===== src/rtl/rf_pkg.sv =====
// rf_pkg: shared widths and types for the register-file access scheduler
package rf_pkg;
  localparam int RF_ADDR_WIDTH = 5;
  localparam int RF_DATA_WIDTH = 16;
  typedef struct packed {
    logic rp;
    logic r2p;
  } rf_prio_t;
  typedef struct packed {
    logic [RF_DATA_WIDTH-1:0] din;
    logic [RF_ADDR_WIDTH-1:0] wad1;
    logic                     wen1;
    logic [RF_ADDR_WIDTH-1:0] rad1;
    logic [RF_ADDR_WIDTH-1:0] rad2;
    logic                     ren1;
    logic                     ren2;
  } rf_issue_t;
endpackage


===== src/rtl/rf_grant_arb.sv =====
// rf_grant_arb: collision-free grant selection for W/R1/R2 plus the rotating priority bits
module rf_grant_arb import rf_pkg::*; #(
  parameter int ADDR_WIDTH = RF_ADDR_WIDTH
) (
  input  logic                  clk,
  input  logic                  resetn,
  input  logic                  w_valid,
  input  logic                  r1_valid,
  input  logic                  r2_valid,
  input  logic [ADDR_WIDTH-1:0] w_addr,
  input  logic [ADDR_WIDTH-1:0] r1_addr,
  input  logic [ADDR_WIDTH-1:0] r2_addr,
  output logic                  w_gnt,
  output logic                  r1_gnt,
  output logic                  r2_gnt,
  output logic [1:0]            defer_cnt
);
  rf_prio_t prio, prio_nxt;
  logic c01, c02, c12;
  logic [2:0] req, gnt, defer;
  logic [2:0][2:0] cm;
  logic [2:0][1:0] ord;
  logic [1:0] ra, rb;
  // slot 0 = W, 1 = R1, 2 = R2; ord[0] is examined first
  always_comb begin
    c01 = w_addr == r1_addr;
    c02 = w_addr == r2_addr;
    c12 = r1_addr == r2_addr;
    req = {r2_valid, r1_valid, w_valid} & {3{resetn}};
    cm[0] = {c02, c01, 1'b0};
    cm[1] = {c12, 1'b0, c01};
    cm[2] = {1'b0, c12, c02};
    ra = prio.r2p ? 2'd2 : 2'd1;
    rb = prio.r2p ? 2'd1 : 2'd2;
    ord = prio.rp ? {2'd0, rb, ra} : {rb, ra, 2'd0};
    gnt = '0;
    for (int k = 0; k < 3; k++) gnt[ord[k]] = req[ord[k]] & ~|(gnt & cm[ord[k]]);
    defer = req & ~gnt;
    prio_nxt.rp = (gnt[0] & ((defer[1] & c01) | (defer[2] & c02))) | (prio.rp & ~defer[0]);
    prio_nxt.r2p = (gnt[1] & defer[2] & c12) | (prio.r2p & ~(gnt[2] & defer[1] & c12));
    defer_cnt = {1'b0, defer[0]} + {1'b0, defer[1]} + {1'b0, defer[2]};
  end
  assign w_gnt = gnt[0];
  assign r1_gnt = gnt[1];
  assign r2_gnt = gnt[2];
  always_ff @(posedge clk or negedge resetn)
    if (!resetn) prio <= '0;
    else prio <= prio_nxt;
endmodule


===== src/rtl/rf_access_sched.sv =====
// rf_access_sched: issues a collision-free subset of W/R1/R2 requests to a 1W2R register file
module rf_access_sched import rf_pkg::*; #(
  parameter int DATA_WIDTH = RF_DATA_WIDTH,
  parameter int ADDR_WIDTH = RF_ADDR_WIDTH,
  parameter int CNT_WIDTH  = 16
) (
  input  logic                  clk,
  input  logic                  resetn,
  input  logic                  w_valid,
  output logic                  w_ready,
  input  logic [ADDR_WIDTH-1:0] w_addr,
  input  logic [DATA_WIDTH-1:0] w_data,
  input  logic                  r1_valid,
  input  logic                  r2_valid,
  output logic                  r1_ready,
  output logic                  r2_ready,
  input  logic [ADDR_WIDTH-1:0] r1_addr,
  input  logic [ADDR_WIDTH-1:0] r2_addr,
  output logic [DATA_WIDTH-1:0] rf_din,
  output logic [ADDR_WIDTH-1:0] rf_wad1,
  output logic                  rf_wen1,
  output logic [ADDR_WIDTH-1:0] rf_rad1,
  output logic [ADDR_WIDTH-1:0] rf_rad2,
  output logic                  rf_ren1,
  output logic                  rf_ren2,
  input  logic [DATA_WIDTH-1:0] rf_dout1,
  input  logic [DATA_WIDTH-1:0] rf_dout2,
  input  logic                  rf_collision,
  output logic [DATA_WIDTH-1:0] rd1_data,
  output logic [DATA_WIDTH-1:0] rd2_data,
  output logic                  rd1_valid,
  output logic                  rd2_valid,
  output logic [CNT_WIDTH-1:0]  conflict_cnt,
  output logic                  coll_err
);
  rf_issue_t iss;
  logic w_gnt, r1_gnt, r2_gnt;
  logic [1:0] defer_cnt;
  logic [CNT_WIDTH:0] cnt_sum;
  rf_grant_arb #(.ADDR_WIDTH(ADDR_WIDTH)) u_arb (
    .clk(clk), .resetn(resetn),
    .w_valid(w_valid), .r1_valid(r1_valid), .r2_valid(r2_valid),
    .w_addr(w_addr), .r1_addr(r1_addr), .r2_addr(r2_addr),
    .w_gnt(w_gnt), .r1_gnt(r1_gnt), .r2_gnt(r2_gnt),
    .defer_cnt(defer_cnt)
  );
  assign w_ready = w_gnt;
  assign r1_ready = r1_gnt;
  assign r2_ready = r2_gnt;
  assign cnt_sum = {1'b0, conflict_cnt} + (CNT_WIDTH+1)'(defer_cnt);
  // addresses and write data only move on a handshake so the file sees stable idle inputs
  always_ff @(posedge clk or negedge resetn)
    if (!resetn) begin
      iss <= '0;
      rd1_valid <= 1'b0;
      rd2_valid <= 1'b0;
      conflict_cnt <= '0;
      coll_err <= 1'b0;
    end else begin
      iss.wen1 <= w_gnt;
      iss.ren1 <= r1_gnt;
      iss.ren2 <= r2_gnt;
      if (w_gnt) begin
        iss.wad1 <= w_addr;
        iss.din <= w_data;
      end
      if (r1_gnt) iss.rad1 <= r1_addr;
      if (r2_gnt) iss.rad2 <= r2_addr;
      rd1_valid <= iss.ren1;
      rd2_valid <= iss.ren2;
      conflict_cnt <= cnt_sum[CNT_WIDTH] ? '1 : cnt_sum[CNT_WIDTH-1:0];
      coll_err <= coll_err | rf_collision;
    end
  assign rf_din = iss.din;
  assign rf_wad1 = iss.wad1;
  assign rf_wen1 = iss.wen1;
  assign rf_rad1 = iss.rad1;
  assign rf_rad2 = iss.rad2;
  assign rf_ren1 = iss.ren1;
  assign rf_ren2 = iss.ren2;
  assign rd1_data = rd1_valid ? rf_dout1 : '0;
  assign rd2_data = rd2_valid ? rf_dout2 : '0;
endmodule


===== config.mk =====
export PLATFORM = sky130hd
export DESIGN_NAME = rf_access_sched
export DESIGN_NICKNAME = d
export VERILOG_FILES = /design/src/rtl/rf_pkg.sv /design/src/rtl/rf_grant_arb.sv /design/src/rtl/rf_access_sched.sv
export SDC_FILE = /design/constraint.sdc
export NUM_CORES = 1
export LEC_CHECK = 0
export BUFFER_PORTS_ARGS = -buffer_cell sky130_fd_sc_hd__buf_2
export CORE_MARGIN = 5
export CORE_UTILIZATION = 46
export DETAILED_ROUTE_END_ITERATION = 7
export PLACE_DENSITY = 0.81
export SLEW_MARGIN = 40
export SYNTH_ARGS = -nofsm -noshare
export SYNTH_HDL_FRONTEND = slang
export SYNTH_SLANG_ARGS = --single-unit

===== constraint.sdc =====
create_clock -name clk -period 5.4 [get_ports clk]
set_input_delay 0 -clock clk [delete_from_list [all_inputs] [get_ports clk]]
set_output_delay 0 -clock clk [all_outputs]
set_load 0.02 [all_outputs]

==> results of run 1 <==
-- layout make-up --
cell class | count | share of cell area [%]
multi-input combinational | 206 | 37.3
clock inverter | 2 | 0.405
timing repair buffer | 192 | 26.2
sequential | 55 | 31.8
clock buffer | 6 | 1.68
inverter | 4 | 0.347
tap | 77 | 2.23
-- routing by layer --
metal	global-route usage [%]	routed length (um)
met1	22.0	3250
met2	41.0	4890
met3	7.04	883
met4	8.42	186
met5	0	0
-- path summary, 6_finish.rpt --
path,startpoint,end,depth (start not counted)
min,r1_valid,u_arb.prio[0],4
max,u_arb.prio[0],conflict_cnt[5],20
max in group asynchronous,resetn,rf_ren2,3
min reg2reg,rf_ren2,rd2_valid,0
min in group asynchronous,resetn,u_arb.prio[0],2
max reg2reg,u_arb.prio[0],conflict_cnt[5],20
-- per-stage QoR --
step / instance area (um2) / setup WS (ns)
final: 4330 / 0.607
after global routing: 4330 / 0.228
after CTS: 4330 / 0.644
after detailed placement: 3910 / 0.694
after global placement: 3910 / 0.896
after floorplan: 3070 / 0.674
-- synth_stat cells (2+ instances only) --
library cell	n
sky130_fd_sc_hd__dfrtp_1	55
sky130_fd_sc_hd__and2_1	37
sky130_fd_sc_hd__nand2_1	21
sky130_fd_sc_hd__nor2_1	17
sky130_fd_sc_hd__mux2_2	16
sky130_fd_sc_hd__mux2_4	16
sky130_fd_sc_hd__xor2_1	14
sky130_fd_sc_hd__xnor2_1	11
sky130_fd_sc_hd__nand3_1	10
sky130_fd_sc_hd__ha_1	9
sky130_fd_sc_hd__nand4_1	5
sky130_fd_sc_hd__a21oi_1	4
sky130_fd_sc_hd__and3_1	4
sky130_fd_sc_hd__inv_1	4
sky130_fd_sc_hd__nand2b_1	4
sky130_fd_sc_hd__nor2b_1	4
sky130_fd_sc_hd__nor3_1	4
sky130_fd_sc_hd__o21ai_0	4
sky130_fd_sc_hd__clkbuf_1	3
sky130_fd_sc_hd__buf_2	2
sky130_fd_sc_hd__fa_1	2
sky130_fd_sc_hd__mux2i_1	2
sky130_fd_sc_hd__nor3_2	2
sky130_fd_sc_hd__or2_2	2
-- state kept, by name (all words and copies together) (netlist names) --
name,count
coll_err,1
conflict_cnt,16
rd1_valid,1
rd2_valid,1
rf_din,16
rf_rad1,5
rf_rad2,5
rf_ren1,1
rf_ren2,1
rf_wad1,5
rf_wen1,1
u_arb.prio,2
-- cells by family after synthesis --
logic type / share of synthesized area, %
xor+xnor: 7.12
mux: 14.8
buf+inv: 2.69
simple gates: 20.5
fa+ha+maj: 4.97
flops: 44.8
compound gates: 5.21
-- power by group --
part	switching (mW)	internal (mW)	total, mW	leakage (nW)
registers	0.0804	0.510	0.590	0.670
logic	0.323	0.256	0.579	1.54
clock network	0.139	0.0936	0.232	0.0454
-- tightest hold or removal path, cell delays in order --
cell and delay, ns:
sky130_fd_sc_hd__buf_2 0.13, sky130_fd_sc_hd__nand3_1 0.08, sky130_fd_sc_hd__nor3_1 0.05, sky130_fd_sc_hd__nor2_1 0.09
==> results.md, run 1 <==
- The number of global-route vias before repair is 3044.
- The sort of element at the start of the critical path is a register.
- The count of buffers added on input and output ports is ~160.
- The number of vias after detailed routing is 2811.
- The count of hold-fix buffers inserted at cts is 33.
- The final weighted congestion in routability-driven placement is around 0.95.
- The final critical delay including setup and external delays is 4.79 ns.
- The power per unit of standard cell area is 324 nW/um2.
- The die covers about 8400 um2.
- The maximum number of pins on one net before global-route repair is 52.
- The horizontal die dimension is between 90 and 100 um.
- After routing, the total negative slack on setup checks comes to 0 ns.
- The final number of max-transition violations is 0.
- The gate count after technology mapping is 273.
- The type of the most critical hold path is in -> reg.
- Measured on the finished design, the core utilization comes to about two thirds.
- The share of the Yosys chip area taken by registers is 44.8%.
- Summed over its instances, the top area cell type makes up 44.8% of the synthesized netlist area.
- The most used flip-flop cell after synthesis is sky130_fd_sc_hd__dfrtp_1.
- The endpoint class of the critical path is a register.
- The count of final setup violators is 0.
- The worst supply voltage drop on vdd is approximately 0.00027 V.
- The required time of the critical path is 5.64 ns.
- Final hold analysis gives a worst-case slack of slightly below 0.07 ns.
- For this run, the number of standard cells in the final layout without fillers is 542.
- TritonCTS built the clock tree.
- The DRC marker count from the first detailed-route iteration is 83.
- The completed layout was analyzed and its total power is between 1 and 1.5 mW.
- Along the worst path, the maximum fanout reaches 13.
- The worst pin sits at a relative slew slack of approximately 58%.
- In this run, synthesis inferred 0 flip-flops with an integrated enable.
- Clock skew on the completed layout was measured at 0.0138 ns.
- The worst-margin pin slew is between 0.6 and 0.7 ns.
- Clock tree synthesis selected as its root buffer the cell sky130_fd_sc_hd__clkbuf_8.
- The final count of hold timing violations is 0.
- Across the whole layout, storage elements account for 1380 um2.
- CTS saw 55 sinks.
- The critical path is of the reg -> reg type.
- The synthesized design spends more area on one cell type than any other, namely sky130_fd_sc_hd__dfrtp_1.
- In this run the deepest clock path goes through 2 buffers.
- The overall routed net length is 9220 um.
- The number of buffer and inverter stages on the critical path is 1.
- The delay contributed by the slowest stage of the critical path is 0.51 ns.
- 157 I/O pins were placed.
- The leakage power figure is 2.26 nW.
- The library cell used most frequently in the layout, excluding fill and tap cells, is sky130_fd_sc_hd__buf_2.
- The post-synthesis instance area is roughly 3000 um2.
- The post-synthesis area per instance is around 11 um2.
- In this run the post-CTS setup repair buffer count came out at 0.
- Setup repair after global routing left no endpoint under its margin.
- The post-detailed-route via-to-cell ratio is 5.19.
- Among cell families on the critical path, the largest total delay comes from simple AND/OR/NAND/NOR gates.
- The distinct cell type count after synthesis is 45.
- Once the clock tree was built, the resizer swapped 0 gates to a different size.
- The count of H-tree levels built during CTS is 2.
- The area of the core region is approximately 6400 um2.
- 0 antenna diodes ended up in the layout.
- In the final routed layout, each cell accounts on average for 17.0 um.
- The critical path data arrival time is approximately 5.0 ns.
- In the final layout, the share of cells above drive strength 1 is between 40% and 50%.
- By instance count, the cell type seen most on the critical path is sky130_fd_sc_hd__and3_1.
- Of the available clock period, the critical path in the final layout requires 88.8%.
- The count of maximum capacitance violations is 0.
- The worst-case register-to-register setup slack is a little over 0.6 ns.
- The final layout contains about 540 nets.
- By area the synthesized netlist is led by sky130_fd_sc_hd__dfrtp_1 (45%), sky130_fd_sc_hd__mux2_4 (7.8%), sky130_fd_sc_hd__and2_1 (7.5%).
- The initialized floorplan defines 29 standard-cell rows.
- The number of nets still failing antenna checks after routing is 0.
- The die height is 91.8 um.
- The detailed-placement wirelength estimate is a little under 7000 um.
- The maximum achievable frequency is between 0.2 and 0.25 GHz.
- For this run, design rule violations remaining after detail routing come to 0.
- The number of CTS-inserted buffers is 5.
- The proportion of synthesized flip-flops having asynchronous set or reset is between 90% and 100%.
- In the layout the commonest cells are sky130_fd_sc_hd__buf_2 (156), sky130_fd_sc_hd__dfrtp_1 (55), sky130_fd_sc_hd__and2_1 (37), sky130_fd_sc_hd__dlygate4sd3_1 (33), sky130_fd_sc_hd__nand2_1 (21).
- The cell count after placement is about 500.
- The initial antenna violation count is 0.
- From synthesis to final layout, the design area changed by 40.7%.
- The critical-path cell with the highest stage delay is sky130_fd_sc_hd__fa_1.
- The global-route wire length before repair is 14700 um.
- The count of state elements after synthesis is 55.
- For this configuration, the core starts out at a cell density of 47.9%.
- The synthesis warning total is 0.
- The run finished with clean final reports.
- Traced cell by cell, the critical path runs through inv_1, ha_1, and4bb_1, nand3_1, o211a_1, a21oi_1, o311a_4, a31o_1, nor2_1, fa_1, ha_1, fa_1, and3_1, and3_1, and3_1, nand2_1, nor2_1, nand3_1, or2_2, o21ai_0.
- The number of nets in the synthesized netlist is about 350.
- The global-route congestion overflow total is 0.
- The area taken by multi-input logic gates is 1620 um2.
- The clock-pin slew of the registers on the worst-case setup and hold paths is 0.10 ns.
- For this run, the detailed router's first-pass iteration total came to 4.
- For the worst-skew pair, the clock arrives at the later sink with an insertion delay of about 0.31 ns.
- The layout has 513 filler cells.
- The total routing resource utilization after global routing is a little over a fifth.
(Power assumes the default switching activity.)
==> run 2, diff against run 1 <==
MAX_ROUTING_LAYER = met4   (was not set)
SYNTH_HIERARCHICAL = 1   (was not set)
==> run 2 against run 1 <==
Compared with the run above: maximum frequency fell by 3.9%; non-clock buffer count fell by 3; largest power group unchanged; highest routed layer unchanged; flip-flop and latch count did not move.
==> results.md, run 2 <==
- The run finished with clean final reports.
- The count of buffers from port buffering is 156 (unchanged).
- The largest fanout on the critical path is 14 (+1).
- The tightest min-delay check is of the in -> reg type.
- The maximum achievable frequency came to 0.200 GHz (-3.9%).
- The largest clock skew in the final design came to 0.00613 ns (-0.00764 ns).
- The clock network latency to the later pin of the worst-skew pair was 0.30 ns (about the same).
- The final count of hold timing violations is 0 (unchanged).
- The iteration count of the initial detailed-routing pass was 4 (unchanged).
- The combinational cell fraction of total power was 32.7% (-8.6 points).
- The distinct cell type count after synthesis is 47 (+4.4%).
- TritonCTS built the clock tree.
- The global-route congestion overflow total came to 0 (unchanged).
- The total inserted antenna cells is 0 (unchanged).
- The proportion of synthesized flip-flops having asynchronous set or reset came to 100% (unchanged).
- The worst supply voltage drop on vdd is 0.000308 V (+16%).
- The share of synthesized area occupied by flip-flops and latches was 45.5% (+0.70 points).
- The most common cell after layout, fill and taps aside is sky130_fd_sc_hd__buf_2.
- The cell count after placement is 503 (+0.40%).
- The total routing resource utilization after global routing is 21.3% (-0.42 points).
- The net count of the finished layout is 544 (unchanged).
- Setup repair after global routing left no endpoint under its margin.
- The worst-margin pin slew came to 0.786 ns (+0.155 ns).
- The number of setup buffers added after CTS is 0 (unchanged).
- The clock-pin slew of the registers on the worst-case setup and hold paths is 0.10 ns (about the same).
- The initial standard-cell utilization of the core was 47.4% (-0.47 points).
- The gate count after technology mapping is 274 (+0.37%).
- The minimum setup slack after placement is 0.545 ns (-0.149 ns).
- The leakage power figure is 2.21 nW (-2.2%).
- The final critical delay including setup and external delays is 4.99 ns (+0.196 ns).
- The number of vias after detailed routing is 2791 (-0.71%).
- The global-route wire length before repair is 14200 um (-3.6%).
- The critical setup path kind is reg -> reg.
- The most used flip-flop cell after synthesis is sky130_fd_sc_hd__dfrtp_1.
- The worst hold slack is 0.0106 ns (-0.0578 ns).
- The cell area reported after detailed placement was 3890 um2 (-0.51%).
- The sequential share of power was 44.3% (+2.2 points).
- The die height was 91.1 um (-0.69%).
- The number of nets still failing antenna checks after routing is 0 (unchanged).
- The post-detailed-route via-to-cell ratio is 5.15 (-0.71%).
- The post-route cell area is 4310 um2 (-0.29%).
- The number of global-route vias before repair is 2864 (-5.9%).
- The maximum number of pins on one net before global-route repair is 57 (+9.6%).
- The number of top-level design ports is 157 (unchanged).
- The number of rows in the core area was 29 (unchanged).
- The final cell utilization of the core was 67.6% (+0.19 points).
- The detailed-placement wirelength estimate was 6260 um (-8.6%).
- The switching share of power is 34.8% (-3.9 points).
- The period utilization is 92.4% (+3.6 points).
- The overall routed net length is 8930 um (-3.1%).
- The area of the die is 8300 um2 (-1.4%).
- The final setup slack of the worst path is 0.410 ns (-0.196 ns).
- The post-synthesis instance area came to 3030 um2 (-1.5%).
- The DRC marker count from the first detailed-route iteration is 222 (+170%).
- STA classifies the critical path endpoint as a register.
- The count of final setup violators came to 0 (unchanged).
- The critical path data arrival time is 5.22 ns (+0.19 ns).
- By area the synthesized netlist is led by sky130_fd_sc_hd__dfrtp_1 (45%), sky130_fd_sc_hd__mux2_2 (12%), sky130_fd_sc_hd__and2_1 (6.6%).
- The final number of max-transition violations is 0 (unchanged).
- The CTS root buffer is sky130_fd_sc_hd__clkbuf_8.
- The clock group share of total power is 23.0% (+6.4 points).
- The synthesis-to-finish area growth is 42.5%.
- Among all cell types in the netlist, the one instantiated most often is sky130_fd_sc_hd__dfrtp_1.
- The required time of the critical path was 5.63 ns (about the same).
- The post-detailed-route wirelength per cell is 16.5 um (-3.1%).
- The total chip power came to 1.22 mW (-13%).
- The post-synthesis area per instance was 11.0 um2 (-1.9%).
- Of all cell types, the one taking the most synthesized area is sky130_fd_sc_hd__dfrtp_1.
- The count of H-tree levels built during CTS came to 2 (unchanged).
- The number of resized instances in the post-cts repair step came to 0 (unchanged).
- The final weighted congestion in routability-driven placement is 0.903 (-4.5%).
- The buffer depth of the longest clock path is 2 (unchanged).
- The final cell count without fillers came to 542 (unchanged).
- The remaining routing DRC violations is 0 (unchanged).
- The synthesis warning total was 6 (+6).
- The cell-internal power is 796 uW (-7.4%).
- The relative slew slack came to 47.3% (-11 points).
- The number of synthesized flops with an enable pin came to 0 (unchanged).
- The horizontal die dimension is 91.1 um (-0.69%).
- The sort of element at the start of the critical path is a register.
- The number of CTS-inserted buffers came to 5 (unchanged).
- After synthesis, the most frequently instantiated cells are sky130_fd_sc_hd__dfrtp_1 (55), sky130_fd_sc_hd__and2_1 (32), sky130_fd_sc_hd__mux2_2 (32).
- The area of the core region was 6390 um2 (-0.57%).
- The proportion of layout cells with a drive suffix above 1 is 44.7% (unchanged).
- The count of maximum capacitance violations is 0 (unchanged).
- The summed negative setup slack over all endpoints was 0 ns (unchanged).
- The count of state elements after synthesis came to 55 (unchanged).
- The post-synthesis net count is 354 (+0.28%).
- The top cell types in the final layout, fill and taps aside, are sky130_fd_sc_hd__buf_2 (156), sky130_fd_sc_hd__dfrtp_1 (55), sky130_fd_sc_hd__and2_1 (32), sky130_fd_sc_hd__mux2_2 (32), sky130_fd_sc_hd__dlygate4sd3_1 (31).
- The share of Yosys cell area claimed by the top area cell type is 45.5% (+0.70 points).
- The initial antenna violation count is 0 (unchanged).
- The total net switching power is 424 uW (-22%).
- The power per unit of standard cell area is 283 nW/um2 (-13%).
- The clock net sink count is 55 (unchanged).
[run 2: changes by cell type after synthesis, sizes merged, moves of 3 or more]
cell / change
nand3: -7
nor4: +5
and2: -6
nor2: -8
nand2b: -3
o31a: +3
inv: +10
a31oi: +5
[run 2: layout make-up]
| type | instances | area, um2 |
|---|---|---|
| Fill cell | 469 | 2070 |
| Multi-Input combinational cell | 199 | 1570 |
| Sequential cell | 55 | 1380 |
| Timing Repair Buffer | 189 | 1110 |
| Tap cell | 77 | 96.3 |
| Clock buffer | 6 | 82.6 |
| Inverter | 14 | 52.6 |
| Clock inverter | 2 | 35.0 |
[run 2: timing repair]
action,CTS,global route
endpoints found under the hold margin,84,1
setup endpoints to repair,0,0
hold buffers,30,1
[run 2: kinds of logic (layout without fill, tap and decap cells)]
group,Yosys count,in the layout,share of synthesized area (%)
fa+ha+maj,11,11,5.04
compound gates,28,28,6.95
mux,36,36,13.2
buf+inv,20,211,2.81
simple gates,100,100,19.6
xor+xnor,24,24,6.94
flops,55,55,45.5
[run 2: worst paths after layout]
kind	start	end	slack [ns]	cells past startpoint
setup / recovery	u_arb/prio[0]	conflict_cnt[15]	0.41	18
hold / removal	w_addr[1]	rf_wad1[1]	0.01	2
setup reg to reg	u_arb/prio[0]	conflict_cnt[15]	0.41	18
hold reg to reg	rf_ren2	rd2_valid	0.38	0
max in group asynchronous	resetn	rf_rad2[2]	4.47	3
min in group asynchronous	resetn	conflict_cnt[8]	0.49	3
[run 2: power by group through the flow]
stage	combinational (mW)	clock, mW	sequential [mW]
2_1_floorplan	0.150	0	0.619
3_3_place_gp	0.371	0	0.543
3_5_place_dp	0.378	0	0.545
4_1_cts	0.397	0.283	0.538
5_1_grt	0.433	0.304	0.550
6_report	0.399	0.280	0.540
[run 2: critical path, stage by stage (launching register included)]
cell and delay, ns:
sky130_fd_sc_hd__dfrtp_1 0.50, sky130_fd_sc_hd__inv_1 0.13, sky130_fd_sc_hd__ha_1 0.27, sky130_fd_sc_hd__mux2i_1 0.14
sky130_fd_sc_hd__o32ai_1 0.38, sky130_fd_sc_hd__nand4_1 0.20, sky130_fd_sc_hd__a32oi_2 0.26, sky130_fd_sc_hd__o2111a_2 0.24
sky130_fd_sc_hd__nand2_1 0.09, sky130_fd_sc_hd__o31a_1 0.28, sky130_fd_sc_hd__nor2b_1 0.17, sky130_fd_sc_hd__fa_1 0.55
sky130_fd_sc_hd__ha_1 0.18, sky130_fd_sc_hd__inv_1 0.06, sky130_fd_sc_hd__fa_1 0.39, sky130_fd_sc_hd__nand3b_4 0.20
sky130_fd_sc_hd__nor3_4 0.31, sky130_fd_sc_hd__nand3_2 0.30, sky130_fd_sc_hd__a31oi_1 0.24
[run 2: routing by layer]
| metal | GRT usage [%] | part of all wire, % | vias up |
|---|---|---|---|
| met3 | 4.88 | 7.7 | 15 |
| met4 | 5.38 | 1.7 | 0 |
| met1 | 25.3 | 39 | 1318 |
| li1 | - | - | 1326 |
| met2 | 36.5 | 52 | 132 |
| met5 | - | 0 | - |
